File: src/rtl/muldiv_ctrl_pkg.sv
// Shared types for the HI/LO multiply/divide sequencer: operation encoding,
// accepted-request record and FSM states.
package muldiv_ctrl_pkg;

    typedef enum logic [3:0] {
        OP_MULT  = 4'd0,
        OP_MULTU = 4'd1,
        OP_DIV   = 4'd2,
        OP_DIVU  = 4'd3,
        OP_MADD  = 4'd4,
        OP_MADDU = 4'd5,
        OP_MSUB  = 4'd6,
        OP_MSUBU = 4'd7,
        OP_MUL   = 4'd8
    } md_op_t;

    localparam int MD_DIV_STEPS = 32;

    typedef enum logic [1:0] {
        IDLE = 2'd0,
        MUL  = 2'd1,
        DIV  = 2'd2,
        DONE = 2'd3
    } md_state_t;

    // Operands captured at accept; execute may move on once stall drops.
    typedef struct packed {
        md_op_t      op;
        logic [31:0] a;
        logic [31:0] b;
        logic [31:0] hi_acc;
        logic [31:0] lo_acc;
    } md_req_t;

    function automatic logic op_is_div(input md_op_t op);
        return (op == OP_DIV) || (op == OP_DIVU);
    endfunction

    function automatic logic op_is_signed(input md_op_t op);
        return (op == OP_MULT) || (op == OP_DIV) || (op == OP_MADD) ||
               (op == OP_MSUB) || (op == OP_MUL);
    endfunction

    function automatic logic op_is_madd(input md_op_t op);
        return (op == OP_MADD) || (op == OP_MADDU);
    endfunction

    function automatic logic op_is_msub(input md_op_t op);
        return (op == OP_MSUB) || (op == OP_MSUBU);
    endfunction

endpackage

File: src/rtl/muldiv_ctrl_div_iter.sv
// Radix-2 restoring divider datapath on unsigned magnitudes; one quotient
// bit is produced per enabled cycle, MSB first.
module div_iter (
    input  logic        clk,
    input  logic        resetn,
    input  logic        load,
    input  logic        en,
    input  logic [31:0] dividend,
    input  logic [31:0] divisor,
    output logic [31:0] quotient,
    output logic [31:0] remainder
);

    logic [31:0] rem_q;
    logic [31:0] quo_q;
    logic [31:0] dvs_q;
    logic [32:0] shifted;
    logic [33:0] diff;

    // Extra top bit on diff keeps the borrow visible for 33-bit partials.
    always_comb begin
        shifted = {rem_q, quo_q[31]};
        diff    = {1'b0, shifted} - {2'b00, dvs_q};
    end

    always_ff @(posedge clk) begin
        if (!resetn) begin
            rem_q <= '0;
            quo_q <= '0;
            dvs_q <= '0;
        end else if (load) begin
            rem_q <= '0;
            quo_q <= dividend;
            dvs_q <= divisor;
        end else if (en) begin
            if (diff[33]) begin
                rem_q <= shifted[31:0];
                quo_q <= {quo_q[30:0], 1'b0};
            end else begin
                rem_q <= diff[31:0];
                quo_q <= {quo_q[30:0], 1'b1};
            end
        end
    end

    assign quotient  = quo_q;
    assign remainder = rem_q;

endmodule

File: src/rtl/muldiv_ctrl.sv
// HI/LO multiply/divide sequencer: accepts one op from execute, stalls while
// the multiply or iterative divide runs, then strobes the result for one cycle.
module muldiv_ctrl
    import muldiv_ctrl_pkg::*;
#(
    parameter int MUL_LAT = 2
) (
    input  logic        clk,
    input  logic        resetn,
    input  logic        start,
    input  md_op_t      op,
    input  logic [31:0] src_a,
    input  logic [31:0] src_b,
    input  logic [31:0] hi_acc,
    input  logic [31:0] lo_acc,
    input  logic        flush,
    output logic        stall,
    output logic        done,
    output logic        hi_we,
    output logic        lo_we,
    output logic [31:0] hi_out,
    output logic [31:0] lo_out
);

    md_state_t   state, state_n;
    logic [4:0]  cnt, cnt_n;
    md_req_t     req;
    logic [63:0] mul_q;
    logic        accept;
    logic        div_load;
    logic        div_en;

    logic        src_sgn;
    logic [31:0] abs_a, abs_b;
    logic [31:0] quo, rem;
    logic [31:0] quo_fix, rem_fix;
    logic [63:0] ext_a, ext_b, prod, mul_res;
    logic [63:0] result;
    logic        in_done;

    // Magnitudes are taken from the live operands so the divider loads at accept.
    always_comb begin
        src_sgn = op_is_signed(op);
        abs_a   = (src_sgn && src_a[31]) ? -src_a : src_a;
        abs_b   = (src_sgn && src_b[31]) ? -src_b : src_b;
    end

    div_iter u_div (
        .clk      (clk),
        .resetn   (resetn),
        .load     (div_load),
        .en       (div_en),
        .dividend (abs_a),
        .divisor  (abs_b),
        .quotient (quo),
        .remainder(rem)
    );

    always_comb begin
        state_n  = state;
        cnt_n    = cnt;
        accept   = 1'b0;
        div_load = 1'b0;
        div_en   = 1'b0;
        unique case (state)
            IDLE: begin
                if (start && !flush) begin
                    accept = 1'b1;
                    if (op_is_div(op)) begin
                        if (src_b == 32'd0) begin
                            state_n = DONE;
                        end else begin
                            state_n  = DIV;
                            cnt_n    = 5'(MD_DIV_STEPS - 1);
                            div_load = 1'b1;
                        end
                    end else begin
                        state_n = MUL;
                        cnt_n   = 5'(MUL_LAT - 1);
                    end
                end
            end
            MUL: begin
                cnt_n = cnt - 5'd1;
                if (cnt == 5'd0) begin
                    state_n = DONE;
                    cnt_n   = 5'd0;
                end
            end
            DIV: begin
                div_en = 1'b1;
                cnt_n  = cnt - 5'd1;
                if (cnt == 5'd0) begin
                    state_n = DONE;
                    cnt_n   = 5'd0;
                end
            end
            DONE: state_n = IDLE;
            default: state_n = IDLE;
        endcase
        if (flush) begin
            state_n = IDLE;
            cnt_n   = 5'd0;
        end
    end

    always_ff @(posedge clk) begin
        if (!resetn) begin
            state <= IDLE;
            cnt   <= '0;
            req   <= '0;
        end else begin
            state <= state_n;
            cnt   <= cnt_n;
            if (accept) begin
                req.op     <= op;
                req.a      <= src_a;
                req.b      <= src_b;
                req.hi_acc <= hi_acc;
                req.lo_acc <= lo_acc;
            end
        end
    end

    // Sign/zero extension to 64 bits gives the right product mod 2^64 for both forms.
    always_comb begin
        ext_a   = op_is_signed(req.op) ? {{32{req.a[31]}}, req.a} : {32'd0, req.a};
        ext_b   = op_is_signed(req.op) ? {{32{req.b[31]}}, req.b} : {32'd0, req.b};
        prod    = ext_a * ext_b;
        mul_res = prod;
        if (op_is_madd(req.op))
            mul_res = {req.hi_acc, req.lo_acc} + prod;
        else if (op_is_msub(req.op))
            mul_res = {req.hi_acc, req.lo_acc} - prod;
    end

    always_ff @(posedge clk) begin
        if (!resetn)
            mul_q <= '0;
        else if (state == MUL)
            mul_q <= mul_res;
    end

    always_comb begin
        quo_fix = (op_is_signed(req.op) && (req.a[31] ^ req.b[31])) ? -quo : quo;
        rem_fix = (op_is_signed(req.op) && req.a[31]) ? -rem : rem;
        if (!op_is_div(req.op))
            result = mul_q;
        else if (req.b == 32'd0)
            result = {req.a, 32'hFFFF_FFFF};
        else
            result = {rem_fix, quo_fix};
    end

    // A flush in DONE kills the strobe in the same cycle.
    always_comb begin
        in_done = (state == DONE) && !flush;
        stall   = ((state == IDLE) && start && !flush) || (state == MUL) || (state == DIV);
        done    = in_done;
        hi_we   = in_done && (req.op != OP_MUL);
        lo_we   = in_done && (req.op != OP_MUL);
        hi_out  = in_done ? result[63:32] : 32'd0;
        lo_out  = in_done ? result[31:0]  : 32'd0;
    end

endmodule

File: config.mk
export PLATFORM = sky130hd
export DESIGN_NAME = muldiv_ctrl
export DESIGN_NICKNAME = d
export VERILOG_FILES = /design/src/rtl/muldiv_ctrl_pkg.sv /design/src/rtl/muldiv_ctrl_div_iter.sv /design/src/rtl/muldiv_ctrl.sv
export SDC_FILE = /design/constraint.sdc
export NUM_CORES = 2
export LEC_CHECK = 0
export ABC_AREA = 1
export CORE_MARGIN = 2
export CORE_UTILIZATION = 31
export CTS_BUF_LIST = sky130_fd_sc_hd__clkbuf_4
export DETAILED_ROUTE_END_ITERATION = 10
export PLACE_DENSITY = 0.43
export SYNTH_ARGS = -nofsm -noshare
export SYNTH_HDL_FRONTEND = slang
export SYNTH_SLANG_ARGS = --single-unit
File: constraint.sdc
create_clock -name clk -period 17.7 [get_ports clk]
set_input_delay 3.54 -clock clk [delete_from_list [all_inputs] [get_ports clk]]
set_output_delay 3.54 -clock clk [all_outputs]
set_load 0.03 [all_outputs]
### Word level (Yosys, flattened, before mapping)

Cells that the tools add are included.

| word-level totals | value |
|---|---|
| flip-flop bits (word level) | 299 |
| input port bits | 136 |
| output and inout port bits | 68 |
| logic and storage cells | 111 |

| cells by class | value |
|---|---|
| $add $sub $neg | 8 |
| multipliers | 1 |
| equality and inequality tests | 19 |
| muxes and demuxes | 33 |
| bitwise gates (word level) | 2 |
| reduce and logical (&&, ||, !) cells | 37 |

Operators by type and width:

| cell | count |
|---|---|
| 64-bit 2-to-1 mux | 6 |
| 32-bit 2-to-1 mux | 9 |
| 32-bit negator | 4 |
| 64-bit adder | 1 |
| 32-bit zero test | 2 |
| 64-bit by 64-bit multiplier with 64-bit output | 1 |
| 64-bit subtractor | 1 |
| 33-bit by 32-bit subtractor with 34-bit output | 1 |
| 4-bit by 3-bit == test with 1-bit output (second input constant) | 6 |
| 5-bit 2-to-1 mux | 4 |
| 4-bit by 2-bit == test with 1-bit output (second input constant) | 4 |
| 1-bit logical OR | 14 |
| 5-bit one-hot mux with 2 select lines | 1 |
| 1-bit logical AND | 9 |
| 1-bit 2-to-1 mux | 9 |
| 4-bit == test (second input constant) | 2 |
| 4-bit zero test | 2 |
| 2-bit 2-to-1 mux | 3 |
| 2-bit one-hot mux with 3 select lines | 1 |
| 2-bit OR reduction | 3 |
| 5-bit zero test | 1 |
| 5-bit by 1-bit subtractor with 5-bit output (second input constant) | 1 |
| 2-bit == test (second input constant) | 2 |
| 4-bit != test (second input constant) | 1 |
| 11 further kinds | 12 |

### Logic depth before layout (Yosys ltp)

| logic depth | value |
|---|---|
| word-level depth | 10 |
| depth in mapped cells | 57 |
| mapped depth without buffers | 56 |

### Modules after synthesis

A second synthesis with hierarchy kept.

| second synthesis, totals | value |
|---|---|
| cell total of the unflattened synthesis | 10,627 |
| area total of the unflattened synthesis | 77,209.0 µm² |

By module, submodules not included:

| module | times used | cells each | area an instance (µm²) | seq. area each (µm²) |
|---|---|---|---|---|
| muldiv_ctrl | 1 | 9,586 | 70,644.0 | 4,063.9 |
| div_iter | 1 | 1,041 | 6,565.0 | 1,921.8 |

### Worst setup path after synthesis

OpenSTA, ideal clock, no wires.

| timing | value |
|---|---|
| path type | register -> register |
| start | register req[129] (netlist name) |
| end | register mul_q[63] |
| setup time | 0.119 ns |
| data arrival time | 10.349 ns |
| data required time | 17.581 ns |
| slack | 7.231 ns |
| stages on the path, launching flop included | 50 |
| buffers on the path | 2 |
| clock period less this slack | 10.469 ns |
| cells stage by stage | dfxtp_1 > nor2_1 > o21bai_2 > nor2_1 > clkbuf_1 > clkbuf_1 > nand2_1 > fa_1 > fa_1 > inv_1 > fa_1 > inv_1 > fa_1 > fa_1 > fa_1 > inv_1 > fa_1 > fa_1 > [14 not listed] > nand2_1 > inv_1 > ha_1 > nor2_1 > inv_1 > nor2_1 > inv_1 > nor4_1 > inv_1 > nor2_1 > nand2_1 > o211ai_1 > nand3_1 > nand2_1 > nand3b_1 > nand3_1 > nand2_1 > a21oi_1 |

| between the ends | value |
|---|---|
| cells in the longest elaborated chain, start to end | 10 |
| elaborated cells between the ends (all ways) | 20 |
| classes of those cells | 2 x add/sub; 1 x mul; 6 x eq/ne; 4 x mux; 7 x reduce/logical |

RTL lines:

| what | line | text |
|---|---|---|
| from (decl) | muldiv_ctrl.sv:27 | `md_req_t req;` |
| 4-bit by 2-bit == test with 1-bit output or 4-bit zero test (tied branches) | muldiv_ctrl_pkg.sv:40 | `return (op == OP_MULT) \|\| (op == OP_DIV) \|\| (op == OP_MADD) \|\|` |
| 1-bit logical OR (3 in a row) | muldiv_ctrl_pkg.sv:40 |  |
| 1-bit logical OR | muldiv_ctrl_pkg.sv:41 | `(op == OP_MSUB) \|\| (op == OP_MUL);` |
| 64-bit 2-to-1 mux (on tied branches) | muldiv_ctrl.sv:127, muldiv_ctrl.sv:128 |  |
| 64-bit by 64-bit multiplier with 64-bit output | muldiv_ctrl.sv:129 | `prod = ext_a * ext_b;` |
| 64-bit subtractor | muldiv_ctrl.sv:134 | `mul_res = {req.hi_acc, req.lo_acc} - prod;` |
| 64-bit 2-to-1 mux | muldiv_ctrl.sv:133 | `else if (op_is_msub(req.op))` |
| 64-bit 2-to-1 mux * | muldiv_ctrl.sv:131 | `if (op_is_madd(req.op))` |
| to (signal assigned) | muldiv_ctrl.sv:141 | `mul_q <= mul_res;` |
| to (decl) | muldiv_ctrl.sv:28 | `logic [63:0] mul_q;` |

Every way passes the cells marked *; elsewhere a longest branch is shown, timed or not.
A chain may end at the register's enable or synchronous reset.

### Worst setup path after layout

| timing | value |
|---|---|
| start | register req[68] (netlist name) |
| end | register mul_q[59] |

| between the ends | value |
|---|---|
| cells in the longest elaborated chain, start to end | 5 |
| elaborated cells between the ends (all ways) | 6 |
| classes of those cells | 2 x add/sub; 1 x mul; 3 x mux |

RTL lines:

| what | line | text |
|---|---|---|
| 64-bit 2-to-1 mux * | muldiv_ctrl.sv:128 | `ext_b = op_is_signed(req.op) ? {{32{req.b[31]}}, req.b} : {32'd0, req.b};` |
| 64-bit by 64-bit multiplier with 64-bit output * | muldiv_ctrl.sv:129 |  |
| 64-bit subtractor | muldiv_ctrl.sv:134 |  |
| 64-bit 2-to-1 mux | muldiv_ctrl.sv:133 |  |
| 64-bit 2-to-1 mux * | muldiv_ctrl.sv:131 |  |

Marked as above.

==> impl_metrics.ini <==
[global_routing]
grt_overflow_total = 0
grt_start_max_net_pins = 95
grt.total_usage = 0.251
antenna_found_initial = 7
grt.met1_usage = 0.368
grt_first_pass_wirelength_um = 463000
gr-usage-met2 = 0.402
grt_pass1_vias = 68100
globalRouteMet3Util = 0.0244
top_usage_layer = met2

[worst_setup_path]
cp.arrival_ps = 13380
critical_path_class = reg -> reg
crit_path_max_incr_delay_ps = 950
crit_path_top_delay_cell = fa_1
worst-r2r-cell-count = 43
end_kind = register
start_kind = register
cp.required_ps = 18580
r2r-start = req[68]$_SDFFE_PN0P_
r2r_end = mul_q[59]$_SDFFE_PN0P_
crit_fanout = 19
r2r_slack_ps = 5200

[place]
dpl.hpwl_um = 261000
portBuffers = 203
gp_congestion = 0.940
placed_area_um2 = 80900
pre_cts_ws_ps = 5380

[cells_and_area]
layout-drive-gt1-share = 0.0533
synthToLayoutAreaGrowth_pct = 8.27
finalInstanceArea_um2 = 82100
nets = 12200
fillCellCount = 26500

[route]
viasPerCell = 4.88
dr.pass1.iters = 6
first_iter_violations = 4647
vias = 65500
drc = 0
drt-wirelength-per-cell_um = 23.2
routed_wl_um = 311000
final_antenna_net_count = 0

[sta]
rsz0062_at_grt = false
finalHoldViolCount = 0
fin_skew_ps = 87.1
max_freq_mhz = 80.0
postLayoutSetupSlackWorst_ps = 5200
period_share = 0.706
worst_pin_slew_ps = 1250
setup_viol = 0
fin_crit_ps = 12500
relSlewSlack = 0.157
final_max_slew_viol_count = 0
fin_setup_tns_ps = 0

[cts]
insertion_delay_ps = 1030
clkSlewWorstSetupHoldPaths_ps = 70
hold_buffers = 0
cts_sinks = 299
clock_path_buffers = 3
cts_resized = 0
cts_tree = yes
cts_inserted_buffers = 90
ctsRootBufferMaster = clkbuf_4
cts_setup_buffers = 0
htreeDepth = 3

[min_path]
min_to = cnt[4]$_SDFFE_PP0P_
min_from = cnt[4]$_SDFFE_PP0P_
hp-class = reg -> reg
hold_depth = 2

[synth]
synth_flop_cell = dfxtp_1
yosys.area.top_type_share = 0.376
synth_area_leaders = fa_1 (38%), inv_1 (13%), nand2_1 (9.5%)
avgSynthCellArea_um2 = 7.45
synthDistinctLibCells = 77
synth_area_um2 = 75800
syn_inst = 10200
async_flop_share = 0
ys_seq_area_frac = 0.0789
yosysWarnings = 0
synth_edf_count = 0
synth_seq_cells = 299
synth_top_cell_by_area = fa_1
syn_nets = 12200

[status]
status = completed

[job]
max_cap_violations = 0

[power]
leakage_nw = 43.5
ir_worst_vdd_mv = 0.482
power.density_nw_per_um2 = 168
total_power_mw = 13.8

[die]
row_count = 181
pin_count = 204
fp.dieW_um = 499
core_region_area_um2 = 243000
start_util = 0.312
die_y_um = 499
die_area_um2 = 249000
==> sequential cells by signal, summed over array words and instances (netlist names) <==
name,count
cnt,5
mul_q,64
u_div.dvs_q,32
state,2
req,132
u_div.quotient,32
u_div.remainder,32
==> synth_stat cells, types with 95 or more instances <==
master	number
dfxtp_1	299
fa_1	1425
xor2_1	148
inv_1	2620
o21ai_1	112
nand3_1	212
clkbuf_1	377
a21oi_1	514
nor2_1	710
ha_1	478
a31oi_1	95
nand2_1	1920
o21ai_0	468
==> worst max path at each step <==
stage                                startpoint                     end  slack (ps)  cells after the start
after floorplan           req[129]$_SDFFE_PN0P_  mul_q[63]$_SDFFE_PN0P_        7230                     49
after global placement     req[68]$_SDFFE_PN0P_  mul_q[63]$_SDFFE_PN0P_        5290                     45
after detailed placement   req[68]$_SDFFE_PN0P_  mul_q[59]$_SDFFE_PN0P_        5380                     43
after CTS                  req[68]$_SDFFE_PN0P_  mul_q[59]$_SDFFE_PN0P_        5240                     43
after global routing       req[68]$_SDFFE_PN0P_  mul_q[59]$_SDFFE_PN0P_        4370                     43
final                      req[68]$_SDFFE_PN0P_  mul_q[59]$_SDFFE_PN0P_        5200                     43
==> per-layer routing <==
layer  wire length [µm]  vias to the layer above
met5                130                        -
met4               5920                        6
met3              14500                      265
met2             142000                     1699
met1             149000                    33200
li1                   -                    30300
==> report_power, final <==
group / internal, mW / switching, mW
registers: 0.750 / 0.140
clock network: 0.368 / 0.381
logic: 3.47 / 8.69
==> stage by stage <==
step,cells,util,hold WS (ps)
floorplan,10200,-,444
global placement,13200,0.333,462
detailed placement,13200,0.333,468
CTS,13400,0.338,485
global route,13400,0.338,518
finish,13400,0.338,485
==> cell families after synthesis <==
family | share of synthesized area
DFF | 0.0789
buffers and inverters | 0.159
xor gates and xnor gates | 0.0220
adders and majority gates | 0.455
and+or+nand+nor | 0.169
AOI/OAI and AO/OA | 0.116
==> cell usage in the layout (no fill, tap or decap), types with 39 or more instances in the layout <==
cell / netlist / final
nor3_1: 44 / 43
fa_1: 1425 / 1425
xnor2_1: 39 / 39
a21oi_1: 514 / 514
a31oi_1: 95 / 95
dfxtp_1: 299 / 282
o21bai_1: 42 / 42
inv_1: 2620 / 2618
o21ai_1: 112 / 112
inv_2: 70 / 71
nand3_1: 212 / 212
nor2_1: 710 / 706
clkbuf_4: 1 / 124
o211ai_1: 43 / 43
xor2_1: 148 / 148
nand2_1: 1920 / 1919
buf_4: 22 / 122
ha_1: 478 / 477
o21ai_0: 468 / 468
clkdlybuf4s50_1: 0 / 202
a21o_1: 39 / 39
==> final cells by class <==
cell class                      count  area (µm²)  share of cell area
Sequential cell                   299        6010              0.0731
Inverter                         2695       10100               0.123
Clock buffer                      124         931              0.0113
Antenna cell                        4        10.0            0.000122
Tap cell                         3202        4010              0.0488
Timing Repair Buffer              325        2950              0.0359
Clock inverter                     38         235             0.00286
Multi-Input combinational cell   6722       57900               0.705
==> worst max-delay path, delay by kind of cell, from the launching register on <==
kind / cells / cell delay, ps
compound gates: 2 / 340
flops: 1 / 860
buf+inv: 11 / 1410
fa+ha+maj: 12 / 6570
simple gates: 18 / 3190
Power figures use the tool's default switching activity.
